--- config.mk ---
export PLATFORM = sky130hd
export DESIGN_NAME = wb_stage
export DESIGN_NICKNAME = d
export VERILOG_FILES = /design/src/rtl/wb_stage.sv
export SDC_FILE = /design/constraint.sdc
export NUM_CORES = 1
export LEC_CHECK = 0
export CELL_PAD_IN_SITES_DETAIL_PLACEMENT = 0
export CELL_PAD_IN_SITES_GLOBAL_PLACEMENT = 1
export CORE_ASPECT_RATIO = 0.6
export CORE_MARGIN = 2
export CORE_UTILIZATION = 25
export DETAILED_ROUTE_END_ITERATION = 7
export GPL_ROUTABILITY_DRIVEN = 0
export PLACE_DENSITY = 0.83
export SLEW_MARGIN = 0
export SYNTH_ARGS = -nofsm -noshare
export SYNTH_HDL_FRONTEND = slang
export SYNTH_SLANG_ARGS = --single-unit
--- constraint.sdc ---
create_clock -name clk -period 2 [get_ports clk]
set_input_delay 0.3 -clock clk [delete_from_list [all_inputs] [get_ports clk]]
set_output_delay 0.3 -clock clk [all_outputs]
set_load 0.005 [all_outputs]
--- src/rtl/wb_stage.sv ---
// wb_stage: write-back stage of the pipeline.
//   - Selects the GPR write data, either the ALU/address result or a load word
//     extracted from the data-memory read word with sign or zero extension.
//   - Holds the HI/LO registers, a sticky flag for illegal load byte enables,
//     and a counter of committed write-backs.
//   - Optional macro WB_HILO_BYPASS_EN: when defined, hi_o/lo_o forward the
//     incoming HI/LO pair while wb_whilo=1. When undefined, hi_o/lo_o come
//     from the registers only.
`timescale 1ns/1ps
module wb_stage (
   input  logic        clk,
   input  logic        rst,
   input  logic [31:0] wb_dreg,
   input  logic [4:0]  wb_wa,
   input  logic        wb_wreg,
   input  logic        wb_mreg,
   input  logic [3:0]  wb_dre,
   input  logic        wb_lu,
   input  logic [31:0] dm_rdata,
   input  logic        wb_whilo,
   input  logic [63:0] wb_hilo,
   output logic [4:0]  rf_wa,
   output logic        rf_wreg,
   output logic [31:0] rf_wd,
   output logic [31:0] hi_o,
   output logic [31:0] lo_o,
   output logic        align_err,
   output logic [31:0] commit_cnt
);

   // Byte lanes of the memory word; lane 3 is bits 31:24.
   logic [7:0] lane [4];

   genvar gi;
   generate
      for (gi = 0; gi < 4; gi++) begin : g_lane
         assign lane[gi] = dm_rdata[8*gi +: 8];
      end
   endgenerate

   logic [31:0] load_data;
   logic        dre_legal;
   logic        dre_illegal;

   // Load extraction: right-justify the selected field, then extend it.
   always_comb begin
      load_data = 32'h0;
      dre_legal = 1'b1;
      case (wb_dre)
         4'b1111: load_data = dm_rdata;
         4'b1100: load_data = wb_lu ? {16'h0, dm_rdata[31:16]}
                                    : {{16{dm_rdata[31]}}, dm_rdata[31:16]};
         4'b0011: load_data = wb_lu ? {16'h0, dm_rdata[15:0]}
                                    : {{16{dm_rdata[15]}}, dm_rdata[15:0]};
         4'b1000: load_data = wb_lu ? {24'h0, lane[3]} : {{24{lane[3][7]}}, lane[3]};
         4'b0100: load_data = wb_lu ? {24'h0, lane[2]} : {{24{lane[2][7]}}, lane[2]};
         4'b0010: load_data = wb_lu ? {24'h0, lane[1]} : {{24{lane[1][7]}}, lane[1]};
         4'b0001: load_data = wb_lu ? {24'h0, lane[0]} : {{24{lane[0][7]}}, lane[0]};
         default: dre_legal = 1'b0;
      endcase
   end

   // Byte enables only matter for loads; ALU results ignore them.
   assign dre_illegal = wb_mreg & ~dre_legal;

   // GPR write port; purely combinational and deliberately not gated by rst.
   always_comb begin
      rf_wa   = wb_wa;
      rf_wreg = wb_wreg & (wb_wa != 5'd0) & ~dre_illegal;
      if (!wb_mreg)
         rf_wd = wb_dreg;
      else if (dre_illegal)
         rf_wd = 32'h0;
      else
         rf_wd = load_data;
   end

   logic [31:0] hi_q, hi_d;
   logic [31:0] lo_q, lo_d;
   logic        err_q, err_d;
   logic [31:0] cnt_q, cnt_d;

   // Next-state for HI/LO, the sticky error flag and the commit counter.
   always_comb begin
      hi_d  = hi_q;
      lo_d  = lo_q;
      err_d = err_q;
      cnt_d = cnt_q;
      if (wb_whilo) begin
         hi_d = wb_hilo[63:32];
         lo_d = wb_hilo[31:0];
      end
      if (dre_illegal && wb_wreg)
         err_d = 1'b1;
      // A GPR write and a HI/LO write in the same cycle commit once.
      if (rf_wreg || wb_whilo)
         cnt_d = cnt_q + 32'd1;
   end

   // State registers; reset wins over any simultaneous write or increment.
   always_ff @(posedge clk) begin
      if (rst) begin
         hi_q  <= 32'h0;
         lo_q  <= 32'h0;
         err_q <= 1'b0;
         cnt_q <= 32'h0;
      end else begin
         hi_q  <= hi_d;
         lo_q  <= lo_d;
         err_q <= err_d;
         cnt_q <= cnt_d;
      end
   end

`ifdef WB_HILO_BYPASS_EN
   // Forward the HI/LO pair being written so the execute stage sees it at once.
   always_comb begin
      hi_o = wb_whilo ? wb_hilo[63:32] : hi_q;
      lo_o = wb_whilo ? wb_hilo[31:0]  : lo_q;
   end
`else
   // Registered HI/LO only; a write shows up the cycle after wb_whilo.
   always_comb begin
      hi_o = hi_q;
      lo_o = lo_q;
   end
`endif

   assign align_err  = err_q;
   assign commit_cnt = cnt_q;

endmodule

==> impl_metrics.env <==
export IMPL_cts_buffers=9
export IMPL_rows=40
export IMPL_core_area_um2=19920
export IMPL_grt_overflow_total=0
export IMPL_start_kind="primary input"
export IMPL_cts_tree="yes"
export IMPL_crit_arrival_ns=1.87
export IMPL_grt_pass1_wl_mm=32.35
export IMPL_drtPass1Iterations=5
export IMPL_clk_pin_slew_worst_paths_ns=0.07
export IMPL_routed_via_density=5.011
export IMPL_port_buffer_count=277
export IMPL_yosysSeqAreaShare_pct=38.47
export IMPL_yosysWarnings=0
export IMPL_drtIter0Drc=484
export IMPL_final_cell_mix="231 x clkdlybuf4s50_1, 96 x dfxtp_1, 85 x buf_4"
export IMPL_status="finished, violations left"
export IMPL_whs_ns=0.3777
export IMPL_power_total_w=0.004973
export IMPL_finalCritPeriodShare_pct=108.4
export IMPL_start_util_pct=25.34
export IMPL_irDropWorstVdd_mv=0.3812
export IMPL_vias=6104
export IMPL_antenna_found_initial=1
export IMPL_p_leak_nw=3.741
export IMPL_place_area_um2=8583
export IMPL_synth_area_top_cells="dfxtp_1 38%, mux2i_1 13%, nor2_1 5.8%"
export IMPL_timing_rr_end="commit_cnt[31]"
export IMPL_grt_pass1_vias=5622
export IMPL_fin_nets=1083
export IMPL_clock_latency_ns=0.35
export IMPL_wl_per_cell_um=17.73
export IMPL_path_class="in -> out"
export IMPL_rrSetupSlack_ns=0.01
export IMPL_clockBufferDepth=2
export IMPL_critPathRequiredTime_ns=1.70
export IMPL_setup_viol=29
export IMPL_wirelength_mm=21.60
export IMPL_die_h_um=114.1
export IMPL_cp_endpoint="rf_wd[15]"
export IMPL_fin_area_um2=9309
export IMPL_hpwlAfterDp_mm=15.14
export IMPL_synth_ff_type="dfxtp_1"
export IMPL_fmax_ghz=0.4614
export IMPL_synth_cell_types=51
export IMPL_io_pins=278
export IMPL_worst_slew_pin_slew_ns=0.4961
export IMPL_slew_headroom_pct=66.92
export IMPL_r2r_cells=5
export IMPL_cp_max_fo=5
export IMPL_fillers=1917
export IMPL_htreeDepth=3
export IMPL_grt_usage_pct=19.23
export IMPL_period_needed_ns=2.167
export IMPL_grt_setup_unrepaired="true"
export IMPL_fin_tns_setup_ns=-3.243
export IMPL_async_flop_share_pct=0
export IMPL_synth_ff_latch_count=97
export IMPL_synth_cells=592
export IMPL_mostFrequentLayoutCell="clkdlybuf4s50_1"
export IMPL_yosys_area_top_type_share_pct=38.47
export IMPL_syn_num_nets=736
export IMPL_layout_setup_ws_ns=-0.1672
export IMPL_rr_startpoint="commit_cnt[22]"
export IMPL_cp_startpoint="wb_dre[0]"
export IMPL_drv_slew=0
export IMPL_syn_area_per_cell_um2=8.526
export IMPL_drive_gt1_share_pct=23.31
export IMPL_maxCapViolCount=0
export IMPL_power_density_nw_per_um2=534.2
export IMPL_worstHoldPathCells=2
export IMPL_synth_area_leader_cell="dfxtp_1"
export IMPL_hold_class="in -> reg"
export IMPL_hold_violations=0
export IMPL_dieArea_um2=21380
export IMPL_ctsRootBufferMaster="clkbuf_16"
export IMPL_synth_edf_count=0
export IMPL_violations="setup timing"
export IMPL_postRouteAntennaNets=0
export IMPL_clock_skew_ns=0.005547
export IMPL_die_w_um=187.4
export IMPL_areaGrowthSynthToFinish_pct=84.43
export IMPL_clock_sinks=97
export IMPL_end_kind="output pin"
export IMPL_route_detailed_drc=0
export IMPL_grt_max_degree=65
export IMPL_syn_area_um2=5047
layer usage:
metal	up-vias	GRT usage, %	routed length, um
li1	2912	-	-
met1	2879	27.16	10060
met2	286	29.00	9430
met3	27	5.762	1816
met4	0	3.937	291
met5	-	0	0
logic make-up (layout without fill, tap and decap cells):
group,count (synthesis),in the layout,share of synthesized area [%]
buffers and inverters,80,428,7.139
other,0,1,0
AOI/OAI and AO/OA,152,156,21.10
and+or+nand+nor,195,195,19.81
DFF,97,97,38.47
muxes,65,65,12.89
xor gates and xnor gates,2,2,0.3471
adders and majority gates,1,1,0.2479
registers in the layout (all words and copies together) (netlist names):
signal and count:
commit_cnt 32, hi_o 32, lo_o 32, align_err 1
synth_stat cells, types with 2 or more instances:
library cell   n
dfxtp_1       97
nor2_1        78
mux2i_1       65
a21oi_1       47
nand2_1       36
clkbuf_1      32
inv_1         24
o31ai_1       18
or4_1         18
a211oi_1      16
o32ai_1       16
nand4_1       13
o21ai_0       11
a32oi_1       10
buf_4         10
a31oi_1        8
nand3_1        8
a222oi_1       7
and2_1         6
and3_1         6
buf_1          6
buf_2          6
or3_1          6
o21ai_1        5
nand4b_1       4
and4_1         3
nand3b_1       3
nor3b_1        3
nor4_1         3
a21o_1         2
a31o_2         2
buf_6          2
o41ai_1        2
xnor2_1        2
critical path, stage by stage:
cell	delay (ns)
buf_6	0.10
buf_6	0.12
or2_4	0.25
a2111oi_4	0.35
buf_4	0.20
nor3b_4	0.05
o21ai_2	0.06
buf_6	0.16
buf_6	0.11
nand2_2	0.04
buf_2	0.13
power breakdown:
group          leakage (nW)  total (W)  switching, W  internal [W]
logic                  2.81    0.00126      0.000521      0.000742
registers             0.795    0.00206     0.0000435       0.00202
clock network         0.132    0.00165      0.000795      0.000855
total                  3.74    0.00497       0.00136       0.00361
worst min path at each step:
stage,start,to,slack [ns]
2_1_floorplan,wb_hilo[33],hi_o[1],0.45
3_3_place_gp,commit_cnt[31],commit_cnt[31],0.46
3_5_place_dp,commit_cnt[31],commit_cnt[31],0.47
4_1_cts,rst,commit_cnt[0],0.37
5_1_grt,rst,lo_o[19],0.38
6_report,rst,lo_o[19],0.38
cell type report:
type	count	area [um2]	share of cell area [%]
diodes	1	2.502	0.02688
multi-input cells	419	3028	32.53
clock inverters	7	55.05	0.5914
inverters	24	90.09	0.9677
repair buffers	388	3623	38.92
clock buffers	9	225.2	2.419
well taps	273	341.6	3.669
flip-flops and latches	97	1943	20.87
metrics by stage:
step | cells | worst slack, ns | util (%)
after floorplan | 592 | -0.01828 | -
after global placement | 1168 | -0.9657 | 43.09
after detailed placement | 1168 | -0.9944 | 43.09
after CTS | 1205 | -0.2116 | 45.52
after global routing | 1218 | -0.2112 | 46.73
final | 1218 | -0.1672 | 46.73
repair_timing:
| item | 4_1_cts | 5_1_grt |
|---|---|---|
| hold buffers | 0 | 0 |
| cloned | 4 | 2 |
| pin swaps | 36 | 23 |
| setup buffers | 18 | 12 |
| endpoints found under the setup margin | 63 | 58 |
| resized for setup | 186 | 48 |
(Power assumes the default switching activity.)
